$ cat src/rtl/fetch_pkg.sv
// fetch_pkg: shared types and constants for the instruction-fetch sequencer.
// Contents: FSM state encoding, default reset PC / memory depth, the NOP
// encoding driven on an empty slot, and the fetch-address legality check.
package fetch_pkg;

  typedef enum logic [1:0] {
    ST_BOOT  = 2'd0,
    ST_RUN   = 2'd1,
    ST_FAULT = 2'd2
  } fetch_state_t;

  localparam logic [31:0] RESET_PC_DEF    = 32'h0000_0004;
  localparam int unsigned DEPTH_WORDS_DEF = 1024;
  localparam logic [31:0] NOP_INSTR       = 32'h0000_0013;

  // A fetch address is legal when word aligned and inside the memory.
  // limit is the first byte address past the end of memory.
  function automatic logic pc_legal(input logic [31:0] addr, input logic [31:0] limit);
    return (addr[1:0] == 2'b00) && (addr < limit);
  endfunction

endpackage

$ cat src/rtl/fetch_ctrl.sv
// fetch_ctrl: owns the PC, fetches from a combinational-read instruction
// memory into the IF/ID slot (valid/ready toward decode), takes branch
// redirects from EX and parks in FAULT on an illegal fetch address.
// Ports:
//   clk, rst_n            clock (rising edge), async active-low reset
//   imem_addr/imem_instr  byte address out (= pc register), word back same cycle
//   if_pc/if_instr/if_valid, id_ready   IF/ID slot and decode handshake
//   br_taken/br_target    one-cycle redirect request from EX
//   fault, fetch_cnt, redirect_cnt      status and event counters
module fetch_ctrl
  import fetch_pkg::*;
#(
  parameter logic [31:0] RESET_PC    = RESET_PC_DEF,
  parameter int unsigned DEPTH_WORDS = DEPTH_WORDS_DEF
) (
  input  logic        clk,
  input  logic        rst_n,
  output logic [31:0] imem_addr,
  input  logic [31:0] imem_instr,
  output logic [31:0] if_pc,
  output logic [31:0] if_instr,
  output logic        if_valid,
  input  logic        id_ready,
  input  logic        br_taken,
  input  logic [31:0] br_target,
  output logic        fault,
  output logic [31:0] fetch_cnt,
  output logic [31:0] redirect_cnt
);

  localparam logic [31:0] PC_LIMIT = 32'(DEPTH_WORDS * 4);

  fetch_state_t state_q;
  logic [31:0]  pc_q;
  logic [31:0]  if_pc_q;
  logic [31:0]  if_instr_q;
  logic         if_valid_q;
  logic         fault_q;
  logic [31:0]  fetch_cnt_q;
  logic [31:0]  redirect_cnt_q;

  logic slot_free;
  logic target_ok;
  logic pc_ok;

  // The slot can take a new word when empty or when decode drains it now.
  assign slot_free = !if_valid_q || id_ready;
  assign target_ok = pc_legal(br_target, PC_LIMIT);
  assign pc_ok     = pc_legal(pc_q, PC_LIMIT);

  always_ff @(posedge clk or negedge rst_n) begin
    if (!rst_n) begin
      state_q        <= ST_BOOT;
      pc_q           <= RESET_PC;
      if_pc_q        <= '0;
      if_instr_q     <= NOP_INSTR;
      if_valid_q     <= 1'b0;
      fault_q        <= 1'b0;
      fetch_cnt_q    <= '0;
      redirect_cnt_q <= '0;
    end else begin
      case (state_q)
        // One dead cycle after reset; redirects are deliberately dropped here.
        ST_BOOT: begin
          state_q <= ST_RUN;
        end

        ST_RUN: begin
          if (br_taken && target_ok) begin
            // Flush the wrong-path slot even if decode is stalled.
            pc_q           <= br_target;
            if_valid_q     <= 1'b0;
            redirect_cnt_q <= redirect_cnt_q + 32'd1;
          end else if (br_taken) begin
            state_q    <= ST_FAULT;
            fault_q    <= 1'b1;
            if_valid_q <= 1'b0;
          end else if (!pc_ok && slot_free) begin
            // Ran off the end of memory: never load the out-of-range word.
            state_q    <= ST_FAULT;
            fault_q    <= 1'b1;
            if_valid_q <= 1'b0;
          end else if (slot_free) begin
            if_pc_q     <= pc_q;
            if_instr_q  <= imem_instr;
            if_valid_q  <= 1'b1;
            pc_q        <= pc_q + 32'd4;
            fetch_cnt_q <= fetch_cnt_q + 32'd1;
          end
        end

        ST_FAULT: begin
          if_valid_q <= 1'b0;
          if (br_taken && target_ok) begin
            // Resume: the target is fetched on the following edge.
            pc_q           <= br_target;
            state_q        <= ST_RUN;
            fault_q        <= 1'b0;
            redirect_cnt_q <= redirect_cnt_q + 32'd1;
          end
        end

        default: begin
          state_q    <= ST_FAULT;
          fault_q    <= 1'b1;
          if_valid_q <= 1'b0;
        end
      endcase
    end
  end

  assign imem_addr    = pc_q;
  assign if_pc        = if_pc_q;
  assign if_valid     = if_valid_q;
  // Empty slot always shows NOP regardless of the stale stored word.
  assign if_instr     = if_valid_q ? if_instr_q : NOP_INSTR;
  assign fault        = fault_q;
  assign fetch_cnt    = fetch_cnt_q;
  assign redirect_cnt = redirect_cnt_q;

endmodule

$ cat config.mk
export PLATFORM = sky130hd
export DESIGN_NAME = fetch_ctrl
export DESIGN_NICKNAME = d
export VERILOG_FILES = /design/src/rtl/fetch_pkg.sv /design/src/rtl/fetch_ctrl.sv
export SDC_FILE = /design/constraint.sdc
export NUM_CORES = 1
export LEC_CHECK = 0
export BUFFER_PORTS_ARGS = -buffer_cell sky130_fd_sc_hd__buf_2
export CAP_MARGIN = 20
export CORE_UTILIZATION = 35
export CTS_CLUSTER_SIZE = 24
export DETAILED_ROUTE_END_ITERATION = 12
export PLACE_DENSITY = 0.63
export SLEW_MARGIN = 20
export SYNTH_ARGS = -nofsm -noshare
export SYNTH_HDL_FRONTEND = slang
export SYNTH_SLANG_ARGS = --single-unit
$ cat constraint.sdc
create_clock -name clk -period 2.9 [get_ports clk]
set_input_delay 0.29 -clock clk [delete_from_list [all_inputs] [get_ports clk]]
set_output_delay 0.29 -clock clk [all_outputs]
set_load 0.02 [all_outputs]
==> key figures <==
Cells and area
  • Final net count: 1006
  • Area Overhead vs Synth: 28.1%
  • Final Util: 45.8%
  • Most frequent cells in the layout: 228 x buf_2, 160 x dfrtp_1, 53 x xnor2_1
  • Share of cells above drive strength 1: 36.3%
  • Ant diodes: 0
  • # fillers: 2123
  • Most common cell after layout, fill and taps aside: buf_2

Floorplan
  • Chip width: ~150 um
  • Starting Density: 35.8%
  • Die Height: 152 um
  • Core Box Area: between 20000 and 25000 um2
  • FP Rows: 54
  • Die ar.: 23000 um2
  • # IOs: 230

STA
  • RSZ-0062 raised after global routing: no
  • Worst Clk Skew: 0.0109 ns
  • Final Hold Fails: 0
  • Final slew viol count: 0
  • Setup violators final: 0
  • Slew HR: 47.0%
  • Fmax: 378 MHz
  • Period utilization: between 90 and 100%
  • Slew @ Worst Pin: 0.796 ns
  • Final worst slack: roughly 0.25 ns
  • Setup TNS: 0 ns
  • Min cycle time layout: 2.65 ns

GRT
  • Vias in the first global route: 5893
  • Largest net degree at the start of global routing: 77
  • Global-route wire length before repair: 32100 um
  • Gr usage total: 18.0%
  • Initial antenna violation count: 0
  • Overflow after GRT: 0

Pwr
  • Logic pwr share: 27.5%
  • Clk pwr share: 32.9%
  • Pwr Total: 7.34 mW
  • Switch Pwr: 2.65 mW
  • PwrDens: 732 nW/um2
  • Internal Power: 4.69 mW
  • VDD IR max: roughly 0.00037 V
  • Leakage: slightly above 5 nW
  • Sw frac: 36.1%
  • Sequential share of power: about two fifths

Route
  • Total number of vias: 6300
  • Number of DRC violations after detailed-routing iteration 0: just under 300
  • Post-route ant nets: 0
  • Final wirelength: 20600 um
  • Wire length per cell: ~17 um
  • DR vias/cell: 5.14
  • DRC viols: 0
  • DR pass1 iterations: 5

Place
  • Routability cong.: approximately 0.8
  • Post-Place Worst Slack: 0.329 ns
  • DP HPWL: between 10000 and 15000 um
  • Port bufs: 229

CTS
  • CTS clk-pin slew, worst paths: 0.07 ns
  • CTS tree: done
  • TritonCTS buffer count: 17
  • Clock Tree Buf Depth: 2
  • Post-CTS resize count: 0
  • CTS root buf: clkbuf_16
  • # clock sinks: 164
  • CTS H-Tree Depth: 4
  • Clock latency on the worst-skew pair: 0.42 ns

Worst hold path
  • Tightest Hold Check Type: input pin to flop

Synthesis
  • Avg Synthesized Cell Area: ~11 um2
  • Ys flop type: dfrtp_1
  • Synth Instances: 700
  • Library cells used by synthesis: 49
  • Number of synthesized flops with an enable pin: 0
  • Synth top area share: 51.1%
  • Adder-cell share of the synthesized area: 0.959%
  • Mapped Nets: 774
  • Simple-gate share of the synthesized area: 20.7%
  • Main combinational cell family by area after synthesis: simple AND/OR/NAND/NOR gates
  • Cell accounting for the most synthesized area: dfrtp_1
  • Mapped Area: slightly below 8000 um2
  • Xor-xnor portion of the synthesized cell area: a little under 7%
  • Largest cells by area after synthesis: dfrtp_1 51%, mux2_2 6.6%, xnor2_1 5.9%, and2_1 2.8%, nand4_1 2.4%
  • Async SR Flop Fraction: 100%
  • Register bit count reported by yosys: 164
  • Multiplexer area fraction after synthesis: around 8.4%
  • Compound-cell area share of the yosys netlist: around 8.0%
  • Synth warn: 0
  • Post-synthesis sequential area ratio: 52.5%

Setup path
  • CP Capture Type: flop
  • CP max stage cell: nor4_1
  • Critical-path maximum fanout: 24
  • R2R setup slack: about 0.25 ns
  • Crit path required time: ~3.2 ns
  • Max incr delay on CP: between 0.5 and 0.6 ns
  • Worst Setup Start Kind: flop
  • Worst EP arrival: 2.94 ns
  • CP Class: flop to flop
  • Crit-path cells: nor4_1, nand2_1, nor4_4, buf_4, mux2_2

Flow run
  • Number of max-cap violations: 0

Status
  • Outcome: finished, final reports clean
## power groups by stage
stage                     clock, mW  sequential, mW  combinational [mW]
after floorplan                   0            3.06                1.15
after global placement            0            2.94                1.99
after detailed placement          0            2.93                2.02
after CTS                      2.49            2.89                2.02
after global routing           2.58            2.95                2.22
final                          2.42            2.90                2.02
## worst paths after layout
path / startpoint / to / depth (start not counted)
min in group asynchronous: rst_n / fetch_cnt[30]$_DFFE_PN0P_ / 2
hold / removal: imem_instr[12] / if_instr_q[12]$_DFFE_PN0P_ / 2
setup / recovery: imem_addr[13]$_DFFE_PN0P_ / if_instr_q[27]$_DFFE_PN0P_ / 5
max in group asynchronous: rst_n / imem_addr[2]$_DFFE_PN1P_ / 3
setup reg to reg: imem_addr[13]$_DFFE_PN0P_ / if_instr_q[27]$_DFFE_PN0P_ / 5
hold reg to reg: redirect_cnt[31]$_DFFE_PN0P_ / redirect_cnt[31]$_DFFE_PN0P_ / 1
## per-stage QoR
step | hold WS [ns] | instances | cell area, um2
detailed placement | 0.380 | 1192 | 9380
CTS | 0.0755 | 1225 | 10000
global route | 0.0731 | 1225 | 10000
finish | 0.103 | 1225 | 10000
global placement | 0.381 | 1192 | 9380
floorplan | -0.00559 | 700 | 7830
## kinds of logic (layout without fill, tap and decap cells)
group	count (synthesis)	after routing
flip-flops	164	164
AO/OA/AOI/OAI	80	80
buffers and inverters	49	294
XOR/XNOR	62	62
multiplexers	60	60
adder cells (fa/ha/maj)	6	6
AND/OR/NAND/NOR	279	279
## cell usage after synthesis (all sizes together), types with 5 or more instances
master,number
dfrtp,160
xnor2,53
mux2,46
nand2,46
and2,35
nand3,31
nand4,30
nor2b,26
and3,22
o22ai,21
nor4,20
buf,18
clkbuf,18
nor3,18
and4,16
o2bb2ai,16
nor2,15
mux2i,14
inv,13
a22o,12
xor2,9
nand2b,7
ha,6
o31ai,6
or4,5
## layer usage
layer  GRT usage, %  wire [um]  vias up
met3           4.07       1310       10
met4           4.36        141        0
met5              0          0        -
met2           28.0       9450      206
li1               -          -     3019
met1           25.3       9660     3065
## registers in the layout, indices dropped and copies added, names as in the netlist
name / cells
if_instr_q: 32
fault: 1
redirect_cnt: 32
if_valid: 1
if_pc: 32
imem_addr: 32
state_q: 2
fetch_cnt: 32
## layout make-up
class | instances | area (um2) | share of cell area (%)
Timing Repair Buffer | 249 | 1360 | 13.5
Clock buffer | 17 | 425 | 4.24
Multi-Input combinational cell | 487 | 3530 | 35.2
Tap cell | 280 | 350 | 3.49
Clock inverter | 15 | 211 | 2.11
Sequential cell | 164 | 4110 | 41.0
Inverter | 13 | 48.8 | 0.486
## timing repair
action / in CTS / in global routing
hold buffers: 1 / 0
buffers inserted: 0 / 0
hold endpoints to repair: 71 / 0
## critical path: cells and delay by family (launching register included)
family | cells | cell delay, ns
simple gates | 3 | 1.26
flops | 1 | 0.48
mux | 1 | 0.38
buf+inv | 1 | 0.39
Note: power is estimated with default switching activity, not from simulation.
